## src/rtl/pcierc_pkg.sv

```systemverilog
// Shared encodings for the PCIe root-complex VC0 transmit path.
package pcierc_pkg;

  typedef enum logic [1:0] {
    CLS_P   = 2'd0,
    CLS_NP  = 2'd1,
    CLS_CPL = 2'd2,
    CLS_ILL = 2'd3
  } tlp_class_e;

  typedef enum logic [2:0] {
    IDLE   = 3'd0,
    CHECK  = 3'd1,
    REQ    = 3'd2,
    STREAM = 3'd3,
    DRAIN  = 3'd4
  } tx_state_e;

  localparam int HDR_INF_BIT = 8;
  localparam int DAT_INF_BIT = 12;
  localparam int MAX_DW_DEF  = 1024;

  // Data credits are 4-DW units; round the payload length up.
  function automatic logic [11:0] dw_to_credits(input logic [10:0] dw);
    return ({1'b0, dw} + 12'd3) >> 2;
  endfunction

endpackage

```

## src/rtl/pcierc_credit_chk.sv

```systemverilog
// Selects the header/data credit pair for a TLP class and checks it covers
// one header plus need_d data credits.
module pcierc_credit_chk
  import pcierc_pkg::*;
(
  input  logic [1:0]  cls,
  input  logic [11:0] need_d,
  input  logic [8:0]  ca_ph,
  input  logic [8:0]  ca_nph,
  input  logic [8:0]  ca_cplh,
  input  logic [12:0] ca_pd,
  input  logic [12:0] ca_npd,
  input  logic [12:0] ca_cpld,
  output logic        pass
);

  logic [8:0]  hdr [3];
  logic [12:0] dat [3];
  logic [2:0]  pass_vec;

  assign hdr[0] = ca_ph;
  assign hdr[1] = ca_nph;
  assign hdr[2] = ca_cplh;
  assign dat[0] = ca_pd;
  assign dat[1] = ca_npd;
  assign dat[2] = ca_cpld;

  genvar gi;
  generate
    for (gi = 0; gi < 3; gi++) begin : g_cls
      logic hdr_ok;
      logic dat_ok;
      // need_d of zero always satisfies the unsigned compare
      assign hdr_ok = hdr[gi][HDR_INF_BIT] | (hdr[gi][7:0] != 8'd0);
      assign dat_ok = dat[gi][DAT_INF_BIT] | (dat[gi][11:0] >= need_d);
      assign pass_vec[gi] = hdr_ok & dat_ok;
    end
  endgenerate

  always_comb begin
    pass = 1'b0;
    case (cls)
      CLS_P:   pass = pass_vec[0];
      CLS_NP:  pass = pass_vec[1];
      CLS_CPL: pass = pass_vec[2];
      default: pass = 1'b0;
    endcase
  end

endmodule

```

## src/rtl/pcierc_tx_tlp_sender.sv

```systemverilog
// VC0 transmit engine: credit-gates one descriptor + word stream per TLP and
// drives the core TX port with a one-cycle registered data path.
module pcierc_tx_tlp_sender
  import pcierc_pkg::*;
#(
  parameter int CNT_W  = 16,
  parameter int MAX_DW = MAX_DW_DEF
)(
  input  logic             sys_clk_125,
  input  logic             rst_n,
  input  logic             desc_valid,
  output logic             desc_ready,
  input  logic [1:0]       desc_class,
  input  logic [10:0]      desc_dw,
  input  logic [15:0]      s_data,
  input  logic             s_valid,
  input  logic             s_last,
  input  logic             s_nlfy,
  output logic             s_ready,
  output logic             tx_req_vc0,
  input  logic             tx_rdy_vc0,
  output logic [15:0]      tx_data_vc0,
  output logic             tx_st_vc0,
  output logic             tx_end_vc0,
  output logic             tx_nlfy_vc0,
  input  logic [8:0]       tx_ca_ph_vc0,
  input  logic [8:0]       tx_ca_nph_vc0,
  input  logic [8:0]       tx_ca_cplh_vc0,
  input  logic [12:0]      tx_ca_pd_vc0,
  input  logic [12:0]      tx_ca_npd_vc0,
  input  logic [12:0]      tx_ca_cpld_vc0,
  output logic [CNT_W-1:0] tlp_cnt,
  output logic [CNT_W-1:0] stall_cnt,
  output logic             err_underrun,
  output logic             err_desc
);

  tx_state_e        state_reg, state_next;
  logic [1:0]       cls_reg;
  logic [11:0]      need_d_reg;
  logic             credit_pass;
  logic             desc_bad;
  logic             word_take;
  logic [15:0]      data_reg;
  logic             st_reg, end_reg, nlfy_reg;
  logic [CNT_W-1:0] tlp_cnt_reg, stall_cnt_reg;
  logic             err_underrun_reg, err_desc_reg;

  assign desc_bad = (desc_class == CLS_ILL) || ({21'd0, desc_dw} > 32'(MAX_DW));

  pcierc_credit_chk u_credit_chk (
    .cls     (cls_reg),
    .need_d  (need_d_reg),
    .ca_ph   (tx_ca_ph_vc0),
    .ca_nph  (tx_ca_nph_vc0),
    .ca_cplh (tx_ca_cplh_vc0),
    .ca_pd   (tx_ca_pd_vc0),
    .ca_npd  (tx_ca_npd_vc0),
    .ca_cpld (tx_ca_cpld_vc0),
    .pass    (credit_pass)
  );

  always_ff @(posedge sys_clk_125 or negedge rst_n) begin
    if (!rst_n) state_reg <= IDLE;
    else        state_reg <= state_next;
  end

  // A descriptor is never taken while tx_end is on the wire, so the next TLP
  // starts no earlier than the cycle after the previous one ends.
  always_comb begin
    state_next = state_reg;
    case (state_reg)
      IDLE:   if (desc_valid && !end_reg) state_next = desc_bad ? DRAIN : CHECK;
      CHECK:  if (credit_pass && s_valid) state_next = REQ;
      REQ:    if (tx_rdy_vc0 && s_valid) state_next = s_last ? IDLE : STREAM;
      STREAM: begin
        if (!s_valid)    state_next = DRAIN;
        else if (s_last) state_next = IDLE;
      end
      DRAIN:  if (s_valid && s_last) state_next = IDLE;
      default: state_next = IDLE;
    endcase
  end

  always_comb begin
    desc_ready = 1'b0;
    s_ready    = 1'b0;
    tx_req_vc0 = 1'b0;
    case (state_reg)
      IDLE:          desc_ready = desc_valid && !end_reg;
      REQ: begin
        tx_req_vc0 = 1'b1;
        s_ready    = tx_rdy_vc0;
      end
      STREAM, DRAIN: s_ready = 1'b1;
      default: ;
    endcase
  end

  assign word_take = s_valid && ((state_reg == REQ && tx_rdy_vc0) || state_reg == STREAM);

  always_ff @(posedge sys_clk_125 or negedge rst_n) begin
    if (!rst_n) begin
      cls_reg          <= 2'd0;
      need_d_reg       <= 12'd0;
      data_reg         <= 16'd0;
      st_reg           <= 1'b0;
      end_reg          <= 1'b0;
      nlfy_reg         <= 1'b0;
      tlp_cnt_reg      <= '0;
      stall_cnt_reg    <= '0;
      err_underrun_reg <= 1'b0;
      err_desc_reg     <= 1'b0;
    end else begin
      data_reg <= 16'd0;
      st_reg   <= 1'b0;
      end_reg  <= 1'b0;
      nlfy_reg <= 1'b0;

      if (desc_ready) begin
        cls_reg    <= desc_class;
        need_d_reg <= dw_to_credits(desc_dw);
        if (desc_bad) err_desc_reg <= 1'b1;
      end

      if (state_reg == CHECK && !credit_pass && stall_cnt_reg != '1)
        stall_cnt_reg <= stall_cnt_reg + CNT_W'(1);

      if (word_take) begin
        data_reg <= s_data;
        st_reg   <= (state_reg == REQ);
        end_reg  <= s_last;
        nlfy_reg <= s_last & s_nlfy;
        if (s_last) tlp_cnt_reg <= tlp_cnt_reg + CNT_W'(1);
      end else if (state_reg == STREAM) begin
        // Upstream ran dry mid-packet: close it out as a nullified TLP.
        end_reg          <= 1'b1;
        nlfy_reg         <= 1'b1;
        err_underrun_reg <= 1'b1;
      end
    end
  end

  assign tx_data_vc0  = data_reg;
  assign tx_st_vc0    = st_reg;
  assign tx_end_vc0   = end_reg;
  assign tx_nlfy_vc0  = nlfy_reg;
  assign tlp_cnt      = tlp_cnt_reg;
  assign stall_cnt    = stall_cnt_reg;
  assign err_underrun = err_underrun_reg;
  assign err_desc     = err_desc_reg;

endmodule

```

## config.mk

```make
export PLATFORM = sky130hd
export DESIGN_NAME = pcierc_tx_tlp_sender
export DESIGN_NICKNAME = d
export VERILOG_FILES = /design/src/rtl/pcierc_pkg.sv /design/src/rtl/pcierc_credit_chk.sv /design/src/rtl/pcierc_tx_tlp_sender.sv
export SDC_FILE = /design/constraint.sdc
export NUM_CORES = 1
export LEC_CHECK = 0
export BUFFER_PORTS_ARGS = -buffer_cell sky130_fd_sc_hd__buf_2
export CORE_MARGIN = 10
export CORE_UTILIZATION = 45
export CTS_CLUSTER_DIAMETER = 40
export DETAILED_ROUTE_END_ITERATION = 7
export GPL_TIMING_DRIVEN = 0
export PLACE_DENSITY_LB_ADDON = 0.25
export SYNTH_ARGS = -nofsm -noshare
export SYNTH_HDL_FRONTEND = slang
export SYNTH_SLANG_ARGS = --single-unit
```

## constraint.sdc

```tcl
create_clock -name sys_clk_125 -period 4.15 [get_ports sys_clk_125]
set_clock_uncertainty 0.15 [all_clocks]
set_input_delay 0.415 -clock sys_clk_125 [delete_from_list [all_inputs] [get_ports sys_clk_125]]
set_output_delay 0.415 -clock sys_clk_125 [all_outputs]
set_load 0.03 [all_outputs]
```

==> results.md <==
- DRC Markers: 0
- Min cycle time layout: 2.94 ns
- CTS resizes: 0
- Post-CTS setup buffers: 0
- Post-synth ARST share: 100%
- Total iterations of the first detailed-routing run: 4
- Via density: approximately 5.1
- Buffers and inverters on the worst path: 1
- Top-count cell post-synth: dfrtp_1
- Critical path's top delay family: compound AO/OA/AOI/OAI gates
- CTS max path bufs: 2
- Detailed-route via count: between 3000 and 4000
- Pleak: 2.56 nW
- Critical Path RT: around 4.2 ns
- Period utilisation layout: a little under three quarters
- Max Cap Viol: 0
- Place WS: roughly 1.1 ns
- Slowest cell on crit path: or4_4
- Fin cells: about 660
- Sw frac: between 30% and 40%
- Top Ports: around 160
- Sink Count: between 60 and 70
- Per-cell routed wire length: around 15 um
- Critical Path Most Common Cell: or4_4
- Antenna fix cells: 0
- Proportion of layout cells with a drive suffix above 1: around 35%
- Setup_tns: 0 ns
- EDFF count, synth: 0
- Yosys cell types: 50
- CP Capture Type: flip-flop
- Largest stage delay, worst path: ~0.54 ns
- GRT Overall Usage: between 15 and 20%
- Drt first-iter violations: 88
- Layout area overhead: 29.6%
- Largest area contributor in the netlist: dfrtp_1
- Grt ovf: 0
- Pin count of the biggest net entering global routing: 69
- DIE HEIGHT: roughly 110 um
- Worst path cell trace: inv_1 -> ha_1 -> or4_4 -> a2111oi_4 -> a21oi_2 -> a311oi_4 -> or4_4 -> mux2_1
- Crit Path Class: flip-flop to flip-flop
- TritonCTS clock tree: yes
- Initial antenna violation count: 0
- Post-Syn Area: between 3000 and 4000 um2
- Placer Congestion: 0.897
- P_sw: slightly above 800 uW
- Sequential share of power: approximately 39%
- Combinational share of power: about 37%
- Crit Reg-Reg Startpoint: need_d_reg[9]
- Chip width: between 100 and 150 um
- Worst Path Max Fanout: 7
- Slew HR: 43.4%
- Top FF cell, synth: dfrtp_1
- Worst EP arrival: 3.00 ns
- Cells on worst reg2reg path: 8
- Post-route total power: ~2.2 mW
- Slew @ Worst Pin: around 0.85 ns
- Seq/Total Area, Yosys: between 40 and 50%
- Die area: roughly 12000 um2
- RSZ-0062 raised after global routing: no
- Final number of max-transition violations: 0
- CTS Buf Count: 9
- Internal: 1.39 mW
- Setup ws final: around 1.2 ns
- ANT nets after route: 0
- # hold bufs at CTS: 0
- Port bufs: approximately 160
- Clk_lat worst skew: 0.33 ns
- IR drop worst, VDD: about 210 uV
- HPWL after DPL: between 8000 and 9000 um
- Most frequent cells after synthesis: dfrtp_1, nand2_1, ha_1
- Synth warn: 0
- Routed wire length: slightly below 10000 um
- Vias in the first global route: 3513
- CTS H-tree depth: 3
- Global-route wire length before repair: 16200 um
- Final Net Count: 680
- Clk slew on worst S/H paths: roughly 0.070 ns
- Register bit count reported by yosys: 68
- Worst path depth: 8
- Starting Density: a little under half
- CP Launch Type: flip-flop
- Yosys top cell area share: roughly 45%
- Max Fclk: 340 MHz
- Placed Instances: between 600 and 700
- FP Rows: 33
- Setup crit start: need_d_reg[9]
- Hold Crit Class: input pin to async pin
- Synth Net Count: between 500 and 600
- Mapped Cells: about 380
- Final Setup Violations: 0
- Final hold violation count: 0
- Root Buffer: clkbuf_8
- Clk pwr share: between 20% and 30%
- Area contributors post-synth: dfrtp_1, ha_1, xnor2_1
- Status: completed
- Core box area: slightly above 8000 um2
- Synthesized area per cell: ~10 um2
- Power Density: around 450 nW/um2
worst reg2reg max path, delay by kind of cell, from the launching register on:
family | cells | cell delay [ns]
adders and majority gates | 1 | 0.21
AOI/OAI and AO/OA | 3 | 0.93
and+or+nand+nor | 2 | 0.80
buffers and inverters | 1 | 0.10
DFF | 1 | 0.32
muxes | 1 | 0.32
metal layers:
metal	vias to the layer above	wire length, um	share of wire (%)	global-route usage [%]
met5	-	0	0	0
met4	0	167	1.7	5.31
met3	14	580	5.9	4.62
met2	91	5120	52	27.2
met1	1556	3940	40	16.9
li1	1661	-	-	-
cell families after synthesis:
group / count (synthesis) / synth area share, %
AND/OR/NAND/NOR: 167 / 22.9
flip-flops: 68 / 44.9
AO/OA/AOI/OAI: 45 / 8.58
XOR/XNOR: 38 / 8.78
adder cells (fa/ha/maj): 32 / 10.6
buffers and inverters: 22 / 2.41
multiplexers: 6 / 1.85
area by class of cell:
cell class / count / area, um2
fill: 749 / 3310
multi-input combinational: 288 / 2000
sequential: 68 / 1700
timing repair buffer: 157 / 788
clock buffer: 10 / 138
tap: 105 / 131
clock inverter: 6 / 63.8
inverter: 16 / 60.1
buffer: 6 / 31.3
cells in the final DEF (no fill, tap or decap), types with 10 or more instances in the layout:
| master | Yosys | final |
|---|---|---|
| buf_2 | 1 | 157 |
| inv_1 | 15 | 15 |
| nand3_1 | 22 | 22 |
| clkbuf_8 | 0 | 10 |
| ha_1 | 32 | 32 |
| and2_1 | 17 | 17 |
| xnor2_1 | 31 | 31 |
| nand2_1 | 47 | 47 |
| nor3_1 | 12 | 12 |
| dfrtp_1 | 68 | 68 |
| nor2_1 | 24 | 24 |
| o21ai_0 | 16 | 16 |
metrics by stage:
stage | hold WS, ns | instance area, um2 | utilization (%)
after floorplan | -0.0306 | 3790 | -
after global placement | 0.288 | 4710 | 57.3
after detailed placement | 0.294 | 4710 | 57.3
after CTS | 0.0530 | 4910 | 59.8
after global routing | 0.0940 | 4910 | 59.8
final | 0.0333 | 4910 | 59.8
final timing paths:
| kind | end | slack, ns |
|---|---|---|
| max | state_reg[0] | 1.21 |
| min reg2reg | err_underrun | 0.32 |
| min | stall_cnt[8] | 0.03 |
| min in group sys_clk_125 | tx_data_vc0[11] | 0.13 |
| max reg2reg | state_reg[0] | 1.21 |
| max in group asynchronous | tx_nlfy_vc0 | 3.25 |
power groups by stage:
stage	Clock, mW	Combinational, mW	Sequential (mW)
2_1_floorplan	0	0.499	0.928
3_3_place_gp	0	0.793	0.860
3_5_place_dp	0	0.827	0.866
4_1_cts	0.559	0.831	0.853
5_1_grt	0.585	0.936	0.868
6_report	0.537	0.818	0.853
Note: power is estimated with default switching activity, not from simulation.
